`config.mk`:
```
export PLATFORM = sky130hd
export DESIGN_NAME = pulse_fifo_plotter_flat
export DESIGN_NICKNAME = d
export VERILOG_FILES = /design/src/rtl/pulse_fifo_plotter_if.sv /design/src/rtl/pulse_fifo_plotter.sv /design/src/flat_wrapper.sv
export SDC_FILE = /design/constraint.sdc
export NUM_CORES = 1
export LEC_CHECK = 0
export CAP_MARGIN = 20
export CORE_MARGIN = 2
export CORE_UTILIZATION = 50
export CTS_CLUSTER_SIZE = 20
export DETAILED_ROUTE_END_ITERATION = 6
export GPL_TIMING_DRIVEN = 0
export HOLD_SLACK_MARGIN = 0.06
export PLACE_DENSITY = 0.87
export REMOVE_ABC_BUFFERS = 1
export SYNTH_ARGS = -nofsm -noshare
export SYNTH_HDL_FRONTEND = slang
export SYNTH_SLANG_ARGS = --single-unit
```
`constraint.sdc`:
```
create_clock -name clk -period 3.66 [get_ports clk]
set_clock_uncertainty 0.05 [all_clocks]
set_input_delay 0.549 -clock clk [delete_from_list [all_inputs] [get_ports clk]]
set_output_delay 0.549 -clock clk [all_outputs]
set_load 0.03 [all_outputs]
```
`src/rtl/pulse_fifo_plotter_if.sv`:
```
// SDRAM framebuffer write channel between a plotter client and the SDRAM
// controller: one pixel write per req, acknowledged by a one-cycle done pulse.
interface pulse_fifo_plotter_if;
  logic [23:0] oSDRAM_Wr_Addr;
  logic [15:0] oSDRAM_Wr_Data;
  logic        oSDRAM_Wr_Req;
  logic        iSDRAM_Wr_Done;

  modport master (
    output oSDRAM_Wr_Addr,
    output oSDRAM_Wr_Data,
    output oSDRAM_Wr_Req,
    input  iSDRAM_Wr_Done
  );

  modport slave (
    input  oSDRAM_Wr_Addr,
    input  oSDRAM_Wr_Data,
    input  oSDRAM_Wr_Req,
    output iSDRAM_Wr_Done
  );
endinterface

```
`src/rtl/pulse_fifo_plotter.sv`:
```
// Pops one photon count per scheduled job from the pulse-counter FIFO and
// paints it as a vertical bar column into the SDRAM framebuffer. Columns
// scroll left to right and wrap at WIDTH.
module pulse_fifo_plotter #(
  parameter int unsigned WIDTH       = 480,
  parameter int unsigned HEIGHT      = 272,
  parameter int unsigned SCALE_SHIFT = 4,
  parameter logic [15:0] FG_COLOR    = 16'hFFE0,
  parameter logic [15:0] BG_COLOR    = 16'h0000,
  parameter logic [1:0]  BANK        = 2'b00
) (
  input  logic                        clk,
  input  logic                        rst_n,
  input  logic                        en,
  input  logic                        iSchedule,
  output logic                        oDone,
  input  logic                        fifo_empty,
  output logic                        fifo_rd,
  input  logic [31:0]                 fifo_data,
  pulse_fifo_plotter_if.master        sdram,
  output logic [8:0]                  o_x,
  output logic                        o_clip
);

  typedef enum logic [2:0] {
    IDLE,
    POP,
    LATCH,
    PIX_REQ,
    PIX_WAIT,
    DONE,
    RELEASE
  } state_t;

  localparam logic [9:0] H_FULL = 10'(HEIGHT);
  localparam logic [8:0] Y_LAST = 9'(HEIGHT - 1);
  localparam logic [8:0] X_LAST = 9'(WIDTH - 1);

  state_t      state;
  state_t      state_nxt;
  logic [9:0]  height;
  logic [8:0]  y;
  logic [31:0] scaled;
  logic        saturated;
  logic [9:0]  fg_start;
  logic        last_row;
  logic        last_col;

  assign scaled    = fifo_data >> SCALE_SHIFT;
  assign saturated = (scaled > 32'(HEIGHT));
  // Rows at or below fg_start (counting from the top) belong to the bar.
  assign fg_start  = H_FULL - height;
  assign last_row  = (y == Y_LAST);
  assign last_col  = (o_x == X_LAST);

  // State register.
  always_ff @(posedge clk or negedge rst_n) begin
    if (!rst_n) begin
      state <= IDLE;
    end else begin
      state <= state_nxt;
    end
  end

  // Next-state decode; fifo_rd and oDone are single-state strobes.
  always_comb begin
    state_nxt = state;
    fifo_rd   = 1'b0;
    oDone     = 1'b0;
    case (state)
      IDLE: begin
        if (iSchedule) begin
          state_nxt = (en && !fifo_empty) ? POP : DONE;
        end
      end
      POP: begin
        fifo_rd   = 1'b1;
        state_nxt = LATCH;
      end
      LATCH:   state_nxt = PIX_REQ;
      PIX_REQ: state_nxt = PIX_WAIT;
      PIX_WAIT: begin
        if (sdram.iSDRAM_Wr_Done) begin
          state_nxt = last_row ? DONE : PIX_REQ;
        end
      end
      DONE: begin
        oDone     = 1'b1;
        state_nxt = RELEASE;
      end
      RELEASE: begin
        if (!iSchedule) begin
          state_nxt = IDLE;
        end
      end
      default: state_nxt = IDLE;
    endcase
  end

  // Column datapath: latch bar height, issue one pixel write per row, advance x.
  // The write request is registered in PIX_REQ so it is seen during PIX_WAIT;
  // returning to PIX_REQ after done therefore always leaves req low one cycle.
  always_ff @(posedge clk or negedge rst_n) begin
    if (!rst_n) begin
      height               <= '0;
      y                    <= '0;
      o_x                  <= '0;
      o_clip               <= 1'b0;
      sdram.oSDRAM_Wr_Addr <= '0;
      sdram.oSDRAM_Wr_Data <= '0;
      sdram.oSDRAM_Wr_Req  <= 1'b0;
    end else begin
      case (state)
        LATCH: begin
          height <= saturated ? H_FULL : scaled[9:0];
          o_clip <= saturated;
          y      <= '0;
        end
        PIX_REQ: begin
          sdram.oSDRAM_Wr_Addr <= {BANK, 4'b0000, y, o_x};
          sdram.oSDRAM_Wr_Data <= ({1'b0, y} >= fg_start) ? FG_COLOR : BG_COLOR;
          sdram.oSDRAM_Wr_Req  <= 1'b1;
        end
        PIX_WAIT: begin
          if (sdram.iSDRAM_Wr_Done) begin
            sdram.oSDRAM_Wr_Req <= 1'b0;
            if (last_row) begin
              o_x <= last_col ? '0 : o_x + 9'd1;
            end else begin
              y <= y + 9'd1;
            end
          end
        end
        default: ;
      endcase
    end
  end

endmodule

```
`src/flat_wrapper.sv`:
```
// flat-port wrapper written by rule: the top's interface ports become plain ports
module pulse_fifo_plotter_flat 
#(
  parameter int unsigned WIDTH       = 480,
  parameter int unsigned HEIGHT      = 272,
  parameter int unsigned SCALE_SHIFT = 4,
  parameter logic [15:0] FG_COLOR    = 16'hFFE0,
  parameter logic [15:0] BG_COLOR    = 16'h0000,
  parameter logic [1:0]  BANK        = 2'b00
)
  (clk, rst_n, en, iSchedule, oDone, fifo_empty, fifo_rd, fifo_data, o_x, o_clip, sdram_oSDRAM_Wr_Addr, sdram_oSDRAM_Wr_Data, sdram_oSDRAM_Wr_Req, sdram_iSDRAM_Wr_Done);
  pulse_fifo_plotter_if sdram_i ();
  input  logic clk;
  input  logic rst_n;
  input  logic en;
  input  logic iSchedule;
  output logic oDone;
  input  logic fifo_empty;
  output logic fifo_rd;
  input  logic [31:0] fifo_data;
  output logic [8:0] o_x;
  output logic o_clip;
  output wire logic [$bits(sdram_i.oSDRAM_Wr_Addr)-1:0] sdram_oSDRAM_Wr_Addr;
  output wire logic [$bits(sdram_i.oSDRAM_Wr_Data)-1:0] sdram_oSDRAM_Wr_Data;
  output wire logic [$bits(sdram_i.oSDRAM_Wr_Req)-1:0] sdram_oSDRAM_Wr_Req;
  input wire logic [$bits(sdram_i.iSDRAM_Wr_Done)-1:0] sdram_iSDRAM_Wr_Done;
  assign sdram_oSDRAM_Wr_Addr = sdram_i.oSDRAM_Wr_Addr;
  assign sdram_oSDRAM_Wr_Data = sdram_i.oSDRAM_Wr_Data;
  assign sdram_oSDRAM_Wr_Req = sdram_i.oSDRAM_Wr_Req;
  assign sdram_i.iSDRAM_Wr_Done = sdram_iSDRAM_Wr_Done;
  pulse_fifo_plotter #(.WIDTH(WIDTH), .HEIGHT(HEIGHT), .SCALE_SHIFT(SCALE_SHIFT), .FG_COLOR(FG_COLOR), .BG_COLOR(BG_COLOR), .BANK(BANK)) u_core (.clk(clk), .rst_n(rst_n), .en(en), .iSchedule(iSchedule), .oDone(oDone), .fifo_empty(fifo_empty), .fifo_rd(fifo_rd), .fifo_data(fifo_data), .sdram(sdram_i), .o_x(o_x), .o_clip(o_clip));
endmodule
```
Yosys cells after proc, flatten, opt, wreduce, memory -nomap -nowiden --
Index checks and enable logic that the tools add are counted.
Storage, ports and cells: logic and storage cells 50, output and inout bits 53, bits of input ports 38, bits in registers 67
Operators by class: equality and inequality tests 12, reductions and logical operators 9, $add $sub $neg 3, $lt $le $gt $ge 2, mux-type cells 16
Operators by type and width (count):
- $gt 28x9->1 const B | 1
- $mux 9 | 3
- $pmux 3 s7 | 1
- $add 9x1->9 const B | 2
- $eq 9x9->1 const B | 2
- $pmux 9 s2 | 1
- $mux 16 | 1
- $mux 3 | 5
- $ge 9x10->1 | 1
- $mux 10 | 1
- $sub 9x10->10 const A | 1
- $eq 3x3->1 const B | 3
- $reduce_and 3->1 | 3
- $ne 2x2->1 const B | 4
- $eq 3x2->1 const B | 2
- $reduce_bool 2->1 | 2
- $eq 3x1->1 const B | 1
- $logic_not 3->1 | 1
- $mux 1 | 3
- $pmux 1 s2 | 1
- $reduce_and 2->1 | 1
- $logic_and 1x1->1 | 1
- $logic_not 1->1 | 1

Depth between registers and ports, before layout --
Gate-level depths: netlist of run 1.
word-level depth 5, gate-level depth with buffers 11, depth with buffers taken out 11

Worst setup path after synthesis of run 1 --
Ideal clock, no wire load.
path type register to register, start point register u_core.height[3], end point register u_core.sdram.oSDRAM_Wr_Data[14], data required time 3474 ps, stages on the path, launching flop included 9, library setup time 136 ps, arrival 1976 ps, slack 1498 ps, cell sequence dfrtp_1 > o41ai_1 > nand2_1 > xnor2_1 > ha_1 > a21o_1 > a21o_1 > a41oi_1 > o31ai_1
Between the ends: word-level cells in the longest chain between the ends 3
Ends and longest elaborated chain:
- from (decl) | RTL line pulse_fifo_plotter.sv:41 | logic [9:0] height;
- from (signal assigned) | RTL line pulse_fifo_plotter.sv:115 | height <= saturated ? H_FULL : scaled[9:0];
- $sub 9x10->10 | RTL line pulse_fifo_plotter.sv:52 | assign fg_start = H_FULL - height;
- $ge 9x10->1 | RTL line pulse_fifo_plotter.sv:121 | sdram.oSDRAM_Wr_Data <= ({1'b0, y} >= fg_start) ? FG_COLOR : BG_COLOR;
- $mux 16 | RTL line pulse_fifo_plotter.sv:121
- to (signal assigned) | RTL line pulse_fifo_plotter.sv:121
- to (decl) | RTL line pulse_fifo_plotter_if.sv:11 | output oSDRAM_Wr_Data,
No other way between the ends. A chain may end at the register's enable or synchronous reset.

Worst setup path after layout of run 1 --
start point register u_core.state[1], end point output fifo_rd
Between the ends: word-level cells in the longest chain between the ends 2
Ends and longest elaborated chain:
- from (decl) | RTL line pulse_fifo_plotter.sv:39 | state_t state;
- from (signal assigned) | RTL line pulse_fifo_plotter.sv:61 | state <= state_nxt;
- $eq 3x1->1 | RTL line pulse_fifo_plotter.sv:70 | case (state)
- $mux 1 | RTL line pulse_fifo_plotter.sv:70
- to (decl) | RTL line flat_wrapper.sv:19 | output logic fifo_rd;
No other way between the ends.

==> flow_summary.ini, run 1 <==
[clocking]
ctsHoldBuffers = 0
cts_sinks = 52
clk_pin_slew_ns = 0.08
post_cts_resized = 0
clock_latency_ns = 0.30
htree_levels = 2
cts_tree = built
post_cts_buffers = 0
clockRootBuffer = clkbuf_8
cts.path.max_buffers = 2
cts_buffers = 5

[worst_setup_path]
path_class = register to primary output
cp-end-kind = primary output
worst-path-buf-inv = 1
reg2reg_depth = 8
start_kind = register
slowest_stage = clkdlybuf4s50_1
max_stage_delay_ns = 0.71
critPathTopFamily = buffers and inverters
cp_max_fo = 13
cp_data_required_time_ns = 3.06
critical_path_cell_count = 2
crit_path_cell_trace = nor3b_1, clkdlybuf4s50_1
arrival_ns = 1.75

[layout]
final_layout_size_suffix_gt1_frac = 0.101
diodes = 0
regArea_sq_mm = 0.00130
syn2layout_area_growth_pct = 29.2
final_cells = 408
multi_input_area_sq_mm = 0.00135
fill_cells = 440
nets = 385

[pwr]
p_clk_frac = 0.219
p_seq_frac = 0.403
power_switching_mw = 0.628
swShare = 0.364
peakVddDrop_uv = 488
p_per_area_mw_per_mm2 = 473
internal_power_mw = 1.10
p_leak_nw = 1.64
pwr-share-comb = 0.378

[floorplanning]
num_rows = 27
die_w_microns = 79.1
io_pins = 91
die_h_microns = 79.1
start_util = 0.515
die-area_sq_mm = 0.00625
core_sq_mm = 0.00547

[sta]
rsz0062_at_grt = false
setup_viol = 0
period_minus_slack_ns = 2.35
tightest_slew_ns = 0.779
drv_slew = 0
maxSlewHeadroom = 0.476
hold_violations = 0
final.setup.tns_ns = 0
fmax_mhz = 426
whs_ns = 0.113
period_share = 0.642

[routing]
drt_pass1_iterations = 4
vias_per_cell = 5.37
drt_iter0_markers = 118
wl_microns = 5430
vias = 2189
antenna_left = 0
drc_errors = 0
wl_per_cell_microns = 13.3

[global_route]
grt_first_pass_wirelength_microns = 9410
grtUsageTotal = 0.188
grt_overflow = 0
grt_pass1_vias = 2159
grt_max_degree = 37
antenna_found_initial = 0

[placed_design]
dp_cells = 399
place_hpwl_microns = 4190
numPortBuffers = 75
gp_congestion = 0.861

[synth]
seq_area_frac_synth = 0.462
yosys_warnings = 0
synth-edff-count = 0
synth_area_per_cell_sq_um = 10.4
ys_async_sr_fraction = 1.00
synthesis.area_sq_mm = 0.00282
synth_flop_cell = dfrtp_1
ys_types = 49
synthCells = 270
synth_seq_cells = 52

[run_status]
outcome = completed

[worst_hold_path]
hp-class = input port to asynchronous set/reset pin

[flow_run]
cap_violations = 0
final timing paths:
check                                          startpoint                               to  slack, ns
min in group clk           u_core.sdram.oSDRAM_Wr_Addr[9]   u_core.sdram.oSDRAM_Wr_Addr[9]       0.44
max in group asynchronous                           rst_n                 u_core.height[5]       2.94
max                                       u_core.state[1]                          fifo_rd       1.31
max reg2reg                              u_core.height[3]  u_core.sdram.oSDRAM_Wr_Data[14]       1.33
min reg2reg                u_core.sdram.oSDRAM_Wr_Addr[9]   u_core.sdram.oSDRAM_Wr_Addr[9]       0.44
min                                                 rst_n  u_core.sdram.oSDRAM_Wr_Addr[13]       0.11
per-stage QoR:
step | worst slack, ns | power [mW] | utilization | area, sq um
floorplan | 0.794 | 1.07 | - | 2670
global placement | 0.568 | 1.33 | 0.641 | 3510
detailed placement | 1.28 | 1.35 | 0.643 | 3520
CTS | 1.25 | 1.73 | 0.663 | 3630
global route | 1.17 | 1.81 | 0.666 | 3640
finish | 1.31 | 1.72 | 0.666 | 3640
synthesized netlist by cell type (2+ instances only):
library cell	number	area share
nor4_1	8	0.018
nand4_1	5	0.011
a21o_1	3	0.0080
a21oi_1	4	0.0071
o31ai_1	2	0.0053
nand2b_1	4	0.0089
buf_2	3	0.0053
xnor2_1	4	0.012
a211oi_1	2	0.0053
nor3_1	5	0.0089
a22o_1	7	0.022
and2_1	3	0.0067
dfrtp_1	52	0.46
a41oi_1	2	0.0062
o21ai_0	12	0.021
inv_1	5	0.0067
nor2b_1	4	0.0089
buf_4	21	0.056
mux2_2	18	0.072
nand3_1	8	0.014
ha_1	12	0.053
xor2_1	11	0.034
nand2_1	25	0.033
nor2_1	20	0.027
and3_1	2	0.0044
clkbuf_1	5	0.0067
cell type report:
| type | count | area share |
|---|---|---|
| clock buffers | 6 | 0.0199 |
| clock inverters | 2 | 0.00962 |
| inverters | 5 | 0.00515 |
| multi-input cells | 194 | 0.369 |
| flip-flops and latches | 52 | 0.357 |
| well taps | 72 | 0.0247 |
| repair buffers | 77 | 0.214 |
power by group through the flow:
stage,clock [mW],sequential [mW],combinational [mW]
after global placement,0,0.702,0.629
after floorplan,0,0.848,0.219
after CTS,0.384,0.695,0.646
after detailed placement,0,0.706,0.640
final,0.378,0.695,0.651
after global routing,0.410,0.708,0.694
flip-flops by register name, summed over array words and instances (netlist names):
| name | flops |
|---|---|
| u_core.height | 10 |
| u_core.o_clip | 1 |
| u_core.o_x | 9 |
| u_core.sdram.oSDRAM_Wr_Addr | 18 |
| u_core.sdram.oSDRAM_Wr_Data | 1 |
| u_core.sdram.oSDRAM_Wr_Req | 1 |
| u_core.state | 3 |
| u_core.y | 9 |
placed cells by master (no fill, tap or decap), drive strengths merged, types with 5 or more instances in the layout:
cell type      instances
nand4                  5
mux2                  19
nor4                   9
nand2                 26
nor2                  21
inv                    5
ha                    12
nor3                   6
o21ai                 13
a22o                   7
dfrtp                 52
conb                  11
nand3                  8
clkdlybuf4s50         74
xor2                  11
clkbuf                 6
kinds of logic (layout without fill, tap and decap cells):
kind of cell,Yosys count,in the layout,share of synthesized area
and+or+nand+nor,94,94,0.178
DFF,52,52,0.462
AOI/OAI and AO/OA,42,42,0.106
buffers and inverters,34,90,0.0746
muxes,20,20,0.0794
xor gates and xnor gates,15,15,0.0466
adders and majority gates,12,12,0.0533
other,1,11,0.00133
routing by layer:
metal | wire [microns] | track usage | share of wire
met1 | 2310 | 0.237 | 0.42
met2 | 2720 | 0.322 | 0.50
met3 | 356 | 0.0420 | 0.066
met4 | 49 | 0.0586 | 0.0090
met5 | 0 | 0 | 0
worst reg2reg max path: cells and delay by family, from the launching register on:
kind / cells / cell delay [ns]
simple gates: 1 / 0.16
flops: 1 / 0.43
fa+ha+maj: 1 / 0.27
compound gates: 5 / 1.12
xor+xnor: 1 / 0.19
Note: power is estimated with default switching activity, not from simulation.
==> inputs of run 2 (changes only) <==
Settings changed: CORE_UTILIZATION 50 to 42, PLACE_DENSITY 0.87 to 0.78.
Clock period 3.66 ns to 2 ns, I/O delays scaled along.
==> run 2 against run 1 <==
Against the previous run:
- the run now ends with setup timing left
- via count rose by 5.6%
- non-clock buffer count rose by 15
- largest cell class unchanged
- largest power group unchanged
- worst setup slack got worse by 1.5 ns
- highest routed layer unchanged
==> flow_summary.ini, run 2 (same netlist as run 1, synthesis figures left out) <==
[layout]
nets = 402
reg_top3 = u_core.sdram.oSDRAM_Wr_Addr (18), u_core.height (10)
fill_cells = 532
diodes = 0
final_area_sq_mm = 0.00395
final_layout_size_suffix_gt1_frac = 0.215
final_common_cell = clkdlybuf4s50_1
largest_register_ffs = 18
layout_common_cells = 63 x clkdlybuf4s50_1, 42 x dfrtp_1, 23 x nand2_1
syn2layout_area_growth_pct = 39.9
regMostFlops = u_core.sdram.oSDRAM_Wr_Addr

[routing]
antenna_left = 0
vias = 2311
drt_pass1_iterations = 4
vias_per_cell = 5.37
drc_errors = 0
drt_iter0_markers = 102
wl_microns = 6230
wl_per_cell_microns = 14.5

[worst_setup_path]
max_stage_delay_ns = 0.45
worst-path-buf-inv = 1
crit_path_cell_trace = o41ai_4, buf_4, xor2_1, ha_1, a211oi_1, o22ai_2, a41oi_2, o31ai_1
critPathTopFamily = compound AO/OA/AOI/OAI gates
startpoint = u_core.height[3]
critical_path_cell_count = 8
path_class = register to register
arrival_ns = 2.34
r2r-start = u_core.height[3]
slowest_stage = dfrtp_2
cp_max_fo = 3
reg2reg_depth = 8
cp-end-kind = register
cp_data_required_time_ns = 2.13
start_kind = register

[sta]
rsz0062_at_grt = true
drv_slew = 0
period_share = 1.11
maxSlewHeadroom = 0.541
fin_ws_ns = -0.213
whs_ns = 0.440
setup_viol = 1
fmax_mhz = 452
hold_violations = 0
period_minus_slack_ns = 2.21
final.setup.tns_ns = -0.213
tightest_slew_ns = 0.687

[placed_design]
gp_congestion = 0.827
numPortBuffers = 75
dp_slack_ns = -0.474
place_hpwl_microns = 4290
dpl_cell_area_sq_mm = 0.00353

[pwr]
p_per_area_mw_per_mm2 = 810
p_leak_nw = 1.85
peakVddDrop_uv = 777
p_total_mw = 3.20

[floorplanning]
io_pins = 91
core_sq_mm = 0.00642
start_util = 0.439
die-area_sq_mm = 0.00738
die_h_microns = 85.9
die_w_microns = 85.9
num_rows = 29

[run_status]
violations = setup timing
outcome = complete, but fails checks

[global_route]
grt_max_degree = 30
grt_overflow = 0
antenna_found_initial = 0
grtUsageTotal = 0.170
grt_first_pass_wirelength_microns = 10000
grt_pass1_vias = 2200

[clocking]
clockRootBuffer = clkbuf_8
htree_levels = 2
cts_buffers = 5
cts.path.max_buffers = 2
clock_latency_ns = 0.31
cts_tree = built
cts_sinks = 52
clk_pin_slew_ns = 0.10

[flow_run]
cap_violations = 0

[worst_hold_path]
hp-class = input port to asynchronous set/reset pin
## run 2: cell count changes in the layout (fill, tap and decap cells not counted), sizes merged
cell and change:
buf +14, clkdlybuf4s50 -11, dlymetal6s2s +9, dlygate4sd2 +2, a211oi +1, clkbuf -1
clkinvlp +1, dlygate4sd3 +1, nand3b +1
## run 2: power breakdown
part / internal (mW) / switching [mW] / leakage, nW / total, mW
logic: 0.489 / 0.693 / 1.11 / 1.18
registers: 1.13 / 0.161 / 0.682 / 1.30
clock network: 0.370 / 0.349 / 0.0541 / 0.719
## run 2: area by class of cell
class / instances / area, sq um / area share
flip-flops and latches: 52 / 1310 / 0.333
inverters: 5 / 18.8 / 0.00476
multi-input cells: 196 / 1500 / 0.379
repair buffers: 92 / 908 / 0.230
clock inverters: 3 / 42.5 / 0.0108
well taps: 77 / 96.3 / 0.0244
clock buffers: 5 / 68.8 / 0.0174
## run 2: what timing repair did
item	CTS	global route
endpoints found under the hold margin	23	0
buffers inserted	7	8
gates cloned	1	1
setup endpoints to repair	32	30
pin swaps	9	16
hold buffers	1	0
resized for setup	17	28
## run 2: worst paths after layout
kind	end	slack, ns
max	u_core.sdram.oSDRAM_Wr_Data[14]	-0.21
min	u_core.height[1]	0.44
max reg2reg	u_core.sdram.oSDRAM_Wr_Data[14]	-0.21
min reg2reg	u_core.sdram.oSDRAM_Wr_Addr[9]	0.44
max in group asynchronous	u_core.state[2]	0.92
min in group clk	u_core.sdram.oSDRAM_Wr_Addr[9]	0.44
## run 2: stage by stage
step                 util  instances
floorplan               -        251
global placement    0.547        403
detailed placement  0.549        404
CTS                 0.587        421
global route        0.614        430
finish              0.614        430
## run 2: routing by layer
metal  vias up  global-route usage  part of all wire
met4         0              0.0433             0.010
li1       1102                   -                 -
met1      1104               0.216              0.43
met5         -                   0                 0
met2        98               0.296              0.49
met3         7              0.0356             0.066
==> inputs of run 3 (changes only) <==
Settings changed: CTS_CLUSTER_SIZE 20 to unset.
==> results of run 3 <==
The final DEF is identical to that of run 2; final timing and power are the same.
